[src/rtl/line_burst_pkg.sv]
// Shared widths and FSM encoding for line_burst_adapter.
// Widths: 32-bit address, 256-bit line, 64-bit beats (4 beats per line), 32-byte line offset.
// Imported by line_burst_adapter.
package line_burst_pkg;

  localparam int ADDR_W = 32;
  localparam int LINE_W = 256;
  localparam int BEAT_W = 64;
  localparam int BEATS  = LINE_W / BEAT_W;
  localparam int OFFSET = $clog2(LINE_W / 8);
  localparam int CNT_W  = $clog2(BEATS);

  // Clears the byte-within-line bits so memory always sees a line-aligned address.
  localparam logic [ADDR_W-1:0] LINE_ADDR_MASK = ~ADDR_W'((1 << OFFSET) - 1);

  typedef enum logic [1:0] {
    IDLE = 2'd0,
    RD   = 2'd1,
    WR   = 2'd2,
    DONE = 2'd3
  } state_e;

endpackage

[src/rtl/line_burst_adapter.sv]
// Purpose: turns one 256-bit cache line read/write into a 4 x 64-bit memory burst.
// Latency: accept at edge N, beats N+1..N+4 with no wait states, line_resp_o sampled at N+5.
// Backpressure: memory stalls the burst by holding mem_resp_i low; request/address/data are held meanwhile.
//
// Ports:
//   clk, rst                    clock, asynchronous active-high reset
//   line_read_i/line_write_i    cache line request, held until line_resp_o (write wins if both)
//   line_addr_i, line_wdata_i   line address and write line, sampled only at acceptance
//   line_rdata_o, line_resp_o   last completed read line, one-cycle completion pulse
//   mem_read_o/mem_write_o      burst request toward memory, decoded from state
//   mem_addr_o, mem_wdata_o     line-aligned address, current write beat
//   mem_rdata_i, mem_resp_i     read beat and per-beat handshake
module line_burst_adapter
  import line_burst_pkg::*;
(
  input  logic              clk,
  input  logic              rst,
  input  logic              line_read_i,
  input  logic              line_write_i,
  input  logic [ADDR_W-1:0] line_addr_i,
  input  logic [LINE_W-1:0] line_wdata_i,
  output logic [LINE_W-1:0] line_rdata_o,
  output logic              line_resp_o,
  output logic              mem_read_o,
  output logic              mem_write_o,
  output logic [ADDR_W-1:0] mem_addr_o,
  output logic [BEAT_W-1:0] mem_wdata_o,
  input  logic [BEAT_W-1:0] mem_rdata_i,
  input  logic              mem_resp_i
);

  state_e            state_q, state_d;
  logic [CNT_W-1:0]  cnt_q, cnt_d;
  logic [ADDR_W-1:0] addr_q, addr_d;
  // One buffer serves both directions: read beats are assembled here and
  // write lines are staged here for slicing out beat by beat.
  logic [LINE_W-1:0] line_q, line_d;
  // Separate copy of the last finished read so a write burst (which reuses
  // the buffer) cannot disturb what the cache sees on line_rdata_o.
  logic [LINE_W-1:0] rdata_q, rdata_d;
  logic              last_beat;

  always_comb begin
    state_d   = state_q;
    cnt_d     = cnt_q;
    addr_d    = addr_q;
    line_d    = line_q;
    rdata_d   = rdata_q;
    last_beat = (cnt_q == CNT_W'(BEATS - 1));

    case (state_q)
      IDLE: begin
        if (line_write_i) begin
          addr_d  = line_addr_i;
          line_d  = line_wdata_i;
          cnt_d   = '0;
          state_d = WR;
        end else if (line_read_i) begin
          addr_d  = line_addr_i;
          cnt_d   = '0;
          state_d = RD;
        end
      end
      RD: begin
        if (mem_resp_i) begin
          line_d[int'(cnt_q)*BEAT_W +: BEAT_W] = mem_rdata_i;
          // Counter wraps to 0 on the final beat; no separate terminal value.
          cnt_d = cnt_q + 1'b1;
          if (last_beat) begin
            // Publish the completed line on the same edge that enters DONE so
            // it is already valid while line_resp_o is high.
            rdata_d = line_d;
            state_d = DONE;
          end
        end
      end
      WR: begin
        if (mem_resp_i) begin
          cnt_d = cnt_q + 1'b1;
          if (last_beat) begin
            state_d = DONE;
          end
        end
      end
      DONE: begin
        state_d = IDLE;
      end
      default: begin
        state_d = IDLE;
      end
    endcase
  end

  always_ff @(posedge clk or posedge rst) begin
    if (rst) begin
      state_q <= IDLE;
      cnt_q   <= '0;
      addr_q  <= '0;
      line_q  <= '0;
      rdata_q <= '0;
    end else begin
      state_q <= state_d;
      cnt_q   <= cnt_d;
      addr_q  <= addr_d;
      line_q  <= line_d;
      rdata_q <= rdata_d;
    end
  end

  // Outputs decode directly from registered state, so a reset drops them at once.
  assign mem_read_o   = (state_q == RD);
  assign mem_write_o  = (state_q == WR);
  assign line_resp_o  = (state_q == DONE);
  assign mem_addr_o   = addr_q & LINE_ADDR_MASK;
  assign mem_wdata_o  = line_q[int'(cnt_q)*BEAT_W +: BEAT_W];
  assign line_rdata_o = rdata_q;

endmodule

[config.mk]
export PLATFORM = sky130hd
export DESIGN_NAME = line_burst_adapter
export DESIGN_NICKNAME = d
export VERILOG_FILES = /design/src/rtl/line_burst_pkg.sv /design/src/rtl/line_burst_adapter.sv
export SDC_FILE = /design/constraint.sdc
export NUM_CORES = 1
export LEC_CHECK = 0
export ABC_CLOCK_PERIOD_IN_PS = 44800
export BUFFER_PORTS_ARGS = -buffer_cell sky130_fd_sc_hd__buf_2
export CORE_AREA = 2 2 280 282
export CTS_BUF_LIST = sky130_fd_sc_hd__clkbuf_2 sky130_fd_sc_hd__clkbuf_4 sky130_fd_sc_hd__clkbuf_8
export CTS_CLUSTER_DIAMETER = 60
export DETAILED_ROUTE_END_ITERATION = 10
export DIE_AREA = 0 0 282 284
export SYNTH_ARGS = -nofsm -noshare
export SYNTH_HDL_FRONTEND = slang
export SYNTH_SLANG_ARGS = --single-unit
[constraint.sdc]
create_clock -name clk -period 44.8 [get_ports clk]
set_clock_uncertainty 0.2 [all_clocks]
set_input_delay 0 -clock clk [delete_from_list [all_inputs] [get_ports clk]]
set_output_delay 0 -clock clk [all_outputs]
set_load 0.02 [all_outputs]
==> results of run 1 <==
[cells by family after synthesis]
| kind of cell | after synthesis |
|---|---|
| AO/OA/AOI/OAI | 1053 |
| AND/OR/NAND/NOR | 731 |
| flip-flops | 543 |
| buffers and inverters | 342 |
| multiplexers | 139 |
| adder cells (fa/ha/maj) | 12 |
| other | 1 |
[per-stage QoR]
stage,util,hold slack [ns]
floorplan,-,-0.05951
global placement,0.4170,0.02273
detailed placement,0.4170,0.009985
[cells in the mapped netlist, drive strengths merged, types with 47 or more instances]
master / count / area [sq um]
buf: 211 / 1285
a21oi: 214 / 1071
o211ai: 64 / 480.5
o2bb2ai: 87 / 812.0
nor2: 195 / 734.5
nand2b: 65 / 406.6
a41oi: 64 / 560.5
o32ai: 64 / 560.5
o21ai: 237 / 1205
mux2i: 47 / 470.5
nand4: 64 / 400.4
nand2: 110 / 415.4
a31oi: 215 / 1345
nor2b: 157 / 982.2
mux4: 64 / 1441
nand3: 129 / 658.1
a32oi: 65 / 569.3
dfrtp: 543 / 13590
clkbuf: 122 / 462.9
==> impl_metrics.yaml, run 1 <==
run_status:
  status: "aborted with a tool error"
  lastStage: "clock tree synthesis (4_1_cts)"
  tool.error: "[ERROR RSZ-0060] Max buffer count reached."
clocking:
  cts_buffer_depth: 3
  cts_made_buffers: 102
  post_cts_resize_count: 0
  cts-root-buf: "clkbuf_8"
  holdBufCountCts: 892
  htree_levels: 3
  clock_sinks: 543
  cts_setup_buffers: 0
yosys:
  synth_top_family_by_area: "compound AO/OA/AOI/OAI gates"
  synth_xor_area_frac: 0
  synth_compound_area_frac: 0.2456
  ys_seq_area_frac: 0.4781
  async_flop_share: 1.000
  synthAdderAreaFrac: 0.005283
  yosysWarnings: 0
  netlist_instances: 2821
  postSynthAreaPerCell_sq_um: 10.07
  ys.flop_type: "dfrtp_1"
  ys_seq_elements: 543
  synthMuxAreaShare: 0.07850
  synth_edf_count: 0
  synth-simple-area-share: 0.1296
  syn-cell-area_sq_um: 28420
  synth_cell_type_count: 46
placed_design:
  placed_cell_area_sq_um: 32090
  dp.cells: 4282
  hpwl_um: 79970
  place_ws_ns: 39.66
  io_buffers: 701
  gp_congestion: 0.8322
die:
  ios: 712
  die_x_um: 282
  start_util: 0.3693
  num_rows: 102
  die_h_um: 284
==> run 2, diff against run 1 <==
==> config.mk (replaced) <==
export PLATFORM = sky130hd
export DESIGN_NAME = line_burst_adapter
export DESIGN_NICKNAME = d
export VERILOG_FILES = /design/src/rtl/line_burst_pkg.sv /design/src/rtl/line_burst_adapter.sv
export SDC_FILE = /design/constraint.sdc
export NUM_CORES = 1
export LEC_CHECK = 0
export ABC_CLOCK_PERIOD_IN_PS = 44800
export BUFFER_PORTS_ARGS = -buffer_cell sky130_fd_sc_hd__buf_2
export CORE_UTILIZATION = 35
export DETAILED_ROUTE_END_ITERATION = 10
export PLACE_DENSITY_LB_ADDON = 0.15
export SYNTH_ARGS = -nofsm -noshare
export SYNTH_HDL_FRONTEND = slang
export SYNTH_SLANG_ARGS = --single-unit
==> run 2 against run 1 <==
Against the previous run: the run now ends clean; synthesized cell count stayed put; synthesized area stayed put.
==> impl_metrics.yaml, run 2 <==
critical_path:
  crit_path_frequent_cell: "buf_4"
  critical_path_class: "flip-flop to flip-flop"
  cp_top_family: "buffers and inverters"
  arrival_ns: 5.83
  max_stage_delay_ns: 1.08
  crit_slowest_cell: "and4b_4"
  path_cells: "inv_1 -> ha_4 -> buf_4 -> and4b_4 -> buf_4 -> a32oi_1 -> dlygate4sd3_1 -> o2bb2ai_1"
  crit_path_start: "cnt_q[1]"
  required_ns: 45.10
  crit_buf_inv: 4
  end_kind: "flip-flop"
  cp-start-kind: "flip-flop"
  path_max_fanout: 70
  r2r_start: "cnt_q[1]"
yosys:
  synth_cell_type_count: 46
  postSynthAreaPerCell_sq_um: 10.07
  synth_top_family_by_area: "compound AO/OA/AOI/OAI gates"
  synthMuxAreaShare: 0.07850
  ys_seq_elements: 543
  synth_top_cell_by_area: "dfrtp_1"
  netlist_instances: 2821
  yosysWarnings: 0
  yosysTopAreaCellShare: 0.4781
  syn-cell-area_sq_um: 28420
  ys_seq_area_frac: 0.4781
  synthTopCellsByArea: "dfrtp_1 (48%), mux4_2 (5.1%), a31oi_1 (4.7%)"
  synth_common_cells: "dfrtp_1 (543), o21ai_0 (233), a31oi_1 (215), a21oi_1 (214), nor2_1 (194)"
  ys.flop_type: "dfrtp_1"
  synthAdderAreaFrac: 0.005283
  synth_xor_area_frac: 0
  synth-simple-area-share: 0.1296
  synth_edf_count: 0
  async_flop_share: 1.000
  synth_compound_area_frac: 0.2456
  synth_most_common_cell: "dfrtp_1"
hold_path:
  min_path_type: "input pin to flip-flop"
  worstHoldStart: "line_wdata_i[161]"
clocking:
  clock_sinks: 543
  htree_levels: 3
  cts-root-buf: "clkbuf_16"
  cts_buffer_depth: 3
  holdBufCountCts: 614
  clkLatencyLatePin_ns: 0.62
  cts_setup_buffers: 0
  cts_tree: "done"
  post_cts_resize_count: 0
  clk_pin_slew_ns: 0.06
  cts_made_buffers: 67
placed_design:
  hpwl_um: 80300
  gp_congestion: 0.9034
  io_buffers: 701
  placed_cell_area_sq_um: 32100
  dp.cells: 4300
power_and_ir_drop:
  p_leak_nw: 17.28
  p_per_area_nw_per_um2: 78.42
  report.power.total_w: 0.003180
  ir_drop_mv: 0.06440
timing:
  fin_crit_sh: 0.1234
  tns_ns: 0
  fmax_mhz: 180.9
  whs_ns: 0.05946
  finalSetupViolations: 0
  worst_slew_pin_slew_ns: 1.194
  drv_slew: 0
  rsz0062_at_grt: "no"
  hold_viol: 0
  relSlewSlack: 0.2024
  fin_crit_ns: 5.529
route:
  vias: 30470
  ant_nets: 0
  wl_per_cell_um: 27.26
  dr.pass1.iters: 6
  drt_iter0_drc: 3202
  viasPerCell: 6.039
  drc: 0
  wirelength_um: 137500
cells_and_area:
  stdcell_count: 5045
  final_cell_area_sq_um: 40550
  syn2layout_area_growth_pct: 42.68
  n_fill_cell: 7423
  mostFrequentLayoutCells: "buf_2 (701), dlygate4sd3_1 (614), dfrtp_1 (541)"
  fin_nets: 4292
  final_common_cell: "buf_2"
  drive_gt1_frac: 0.2488
global_routing:
  grt-ovfl-total: 0
  antenna_found_initial: 10
  grt_pass1_vias: 30830
  track_usage: 0.3242
  grt_max_degree: 152
  grt_first_pass_wirelength_um: 201100
die:
  num_rows: 104
  coreArea_sq_um: 80420
  die_h_um: 287.0
  ios: 712
  die_x_um: 287.0
  dieArea_sq_um: 82340
  start_util: 0.3534
run_status:
  status: "completed"
run:
  drv_cap: 0
## run 2: cell type report
class | count | area [sq um] | share of cell area
Tap cell | 1060 | 1326 | 0.03271
Multi-Input combinational cell | 1940 | 13260 | 0.3270
Inverter | 9 | 47.55 | 0.001173
Timing Repair Buffer | 1362 | 10020 | 0.2471
Sequential cell | 543 | 13600 | 0.3353
Antenna cell | 10 | 25.02 | 0.0006171
Clock inverter | 19 | 244.0 | 0.006017
Clock buffer | 102 | 2031 | 0.05008
## run 2: power breakdown
part / internal [W] / total [W] / leakage, nW / switching (W)
clock: 0.000337 / 0.000570 / 1.12 / 0.000233
combinational: 0.000658 / 0.00174 / 9.43 / 0.00108
sequential: 0.000707 / 0.000873 / 6.73 / 0.000166
total: 0.00170 / 0.00318 / 17.3 / 0.00148
## run 2: cells by family after synthesis
logic type      count (synthesis)
fa+ha+maj                      12
simple gates                  731
other cells                     1
buf+inv                       342
mux                           139
compound gates               1053
flops                         543
## run 2: through the flow
step | util | setup WS, ns
after floorplan | - | 29.42
after global placement | 0.3992 | 39.97
after detailed placement | 0.3992 | 39.91
after CTS | 0.5039 | 39.39
after global routing | 0.5042 | 39.18
final | 0.5042 | 39.27
## run 2: worst paths after layout
kind | endpoint | slack, ns | cells after the start
hold / removal | line_q[161] | 0.06 | 4
hold reg to reg | line_rdata_o[26] | 0.27 | 2
min in group asynchronous | line_rdata_o[98] | 0.42 | 4
max in group asynchronous | cnt_q[0] | 41.65 | 6
setup / recovery | line_q[115] | 39.27 | 8
setup reg to reg | line_q[115] | 39.27 | 8
## run 2: worst register-to-register path, stage by stage (launching register included)
cell           delay [ns]
dfrtp_4              0.92
inv_1                0.27
ha_4                 0.51
buf_4                0.58
and4b_4              1.08
buf_4                0.88
a32oi_1              0.24
dlygate4sd3_1        0.61
o2bb2ai_1            0.16
## run 2: metal layers
layer | up-vias | wire length (um) | global-route usage
met3 | 406 | 12980 | 0.07429
met2 | 1871 | 65180 | 0.5257
met1 | 15240 | 53010 | 0.4096
met5 | - | 0 | 0
met4 | 0 | 6364 | 0.1504
li1 | 12950 | - | -
Power figures use the tool's default switching activity.
==> run 3, diff against run 2 <==
--- a/config.mk
+++ b/config.mk
@@ -5,7 +5,7 @@
 export SDC_FILE = /design/constraint.sdc
 export NUM_CORES = 1
 export LEC_CHECK = 0
-export ABC_CLOCK_PERIOD_IN_PS = 44800
+export ABC_CLOCK_PERIOD_IN_PS = 4900
 export BUFFER_PORTS_ARGS = -buffer_cell sky130_fd_sc_hd__buf_2
 export CORE_UTILIZATION = 35
 export DETAILED_ROUTE_END_ITERATION = 10
==> constraint.sdc (replaced) <==
create_clock -name clk -period 4.9 [get_ports clk]
set_clock_uncertainty 0.2 [all_clocks]
set_input_delay 0 -clock clk [delete_from_list [all_inputs] [get_ports clk]]
set_output_delay 0 -clock clk [all_outputs]
set_load 0.02 [all_outputs]
==> run 3 against run 2 <==
Against the previous run: utilization rose by 0.20 points; critical path type unchanged; via count about the same; clock-buffer cell count down 2; register-to-register slack lost 39 ns; die area is the same; non-clock buffer count rose by 10; final area rose by 0.39%.
==> impl_metrics.yaml, run 3 (same netlist as run 2, synthesis figures left out) <==
clocking:
  post_cts_resize_count: 0
  clock_sinks: 543
  cts-root-buf: "clkbuf_16"
  clk_pin_slew_ns: 0.07
  cts_buffer_depth: 3
  htree_levels: 3
  cts_tree: "done"
  cts_made_buffers: 66
  clkLatencyLatePin_ns: 0.61
critical_path:
  end_kind: "flip-flop"
  r2r_cells: 6
  r2r_setup_slack_ns: 0.58
  required_ns: 5.25
  max_stage_delay_ns: 0.92
  crit_buf_inv: 3
  r2r_end: "line_q[147]"
  cp_top_family: "buffers and inverters"
  path_cells: "buf_4 -> ha_4 -> buf_4 -> a41oi_1 -> o32ai_1 -> dlygate4sd3_1"
  r2r_start: "cnt_q[1]"
  cp_num_cells: 6
  cp-start-kind: "flip-flop"
  critical_path_class: "flip-flop to flip-flop"
  path_max_fanout: 90
  crit_path_frequent_cell: "buf_4"
  crit_slowest_cell: "dfrtp_4"
  arrival_ns: 4.67
global_routing:
  top_usage_layer: "met2"
  grt_max_degree: 101
  grt-ovfl-total: 0
  met3_usage: 0.06976
  grt_first_pass_wirelength_um: 202500
  grt_util_met1: 0.4132
  track_usage: 0.3252
  use_met2: 0.5178
  grt_pass1_vias: 31430
  antenna_found_initial: 3
die:
  num_rows: 104
  start_util: 0.3534
  coreArea_sq_um: 80420
  ios: 712
  die_h_um: 287.0
  dieArea_sq_um: 82340
  die_x_um: 287.0
placed_design:
  dp.cells: 4324
  hpwl_um: 82770
  io_buffers: 701
  gp_congestion: 0.8963
  placed_cell_area_sq_um: 32470
timing:
  finalSetupViolations: 0
  fin_crit_ns: 4.319
  hold_viol: 0
  fin_crit_sh: 0.8814
  worst_slew_pin_slew_ns: 1.134
  fmax_mhz: 231.5
  rsz0062_at_grt: "no"
  drv_slew: 0
  relSlewSlack: 0.2439
  whs_ns: 0.04625
power_and_ir_drop:
  report.power.total_w: 0.02907
  p_leak_nw: 17.37
  p_per_area_nw_per_um2: 714.0
  ir_drop_mv: 0.4783
cells_and_area:
  stdcell_count: 5042
  final_common_cell: "buf_2"
  mostFrequentLayoutCells: "buf_2 (701), dlygate4sd3_1 (600), dfrtp_1 (541)"
  final_cell_area_sq_um: 40710
  fin_nets: 4301
  syn2layout_area_growth_pct: 43.24
  postLayoutCoreUtil: 0.5062
  drive_gt1_frac: 0.2533
route:
  wirelength_um: 137600
  ant_nets: 0
  drc: 0
  vias: 30460
  dr.pass1.iters: 8
  drt_iter0_drc: 3136
  wl_per_cell_um: 27.30
  viasPerCell: 6.041
run_status:
  status: "completed"
hold_path:
  min_path_type: "input pin to flip-flop"
  worstHoldStart: "mem_rdata_i[42]"
  min_path_cells: 4
  worstHoldEndpoint: "line_rdata_o[234]"
run:
  drv_cap: 0
## run 3: changes by cell type in the layout (fill, tap and decap cells not counted), sizes merged
cell	delta
clkbuf	-2
clkinv	-5
buf	+24
clkinvlp	+1
diode	-7
dlygate4sd3	-14
## run 3: repair_timing
item / 4_1_cts / 5_1_grt
endpoints found under the hold margin: 734 / 0
hold buffers: 600 / 0
buffers inserted: 0 / 0
## run 3: cell type report
class	count	area [sq um]
multi-input cells	1940	13250
inverters	9	43.79
fillers	7401	39710
flip-flops and latches	543	13600
clock buffers	100	2002
clock inverters	15	224.0
diodes	3	7.507
well taps	1060	1326
repair buffers	1372	10260
## run 3: tightest hold or removal path, delay by kind of cell
kind                   cells  cell delay, ns
AO/OA/AOI/OAI              1            0.05
AND/OR/NAND/NOR            1            0.07
buffers and inverters      2            0.70
## run 3: worst max path at each step
stage | from | slack (ns) | end
floorplan | rst | -2.69 | addr_q[10]
global placement | cnt_q[1] | 1.26 | line_q[153]
detailed placement | cnt_q[1] | 1.18 | line_q[157]
CTS | cnt_q[1] | 0.70 | line_q[147]
global route | cnt_q[1] | 0.41 | line_q[139]
finish | cnt_q[1] | 0.58 | line_q[147]
## run 3: stage by stage
step                TNS (ns)  setup slack [ns]
floorplan           -1458.46            -2.686
global placement           0             1.261
detailed placement         0             1.176
CTS                        0            0.7004
global route               0            0.4057
finish                     0            0.5812
## run 3: power breakdown
part,total [W],internal (W),switching (W),leakage (nW)
clock network,0.00515,0.00304,0.00211,1.10
logic,0.0160,0.00605,0.00991,9.54
registers,0.00796,0.00647,0.00150,6.73
## run 3: metal layers
metal	share of wire	routed length, um
met4	0.054	7456
met3	0.089	12260
met2	0.46	63850
met5	0	0
met1	0.39	54080
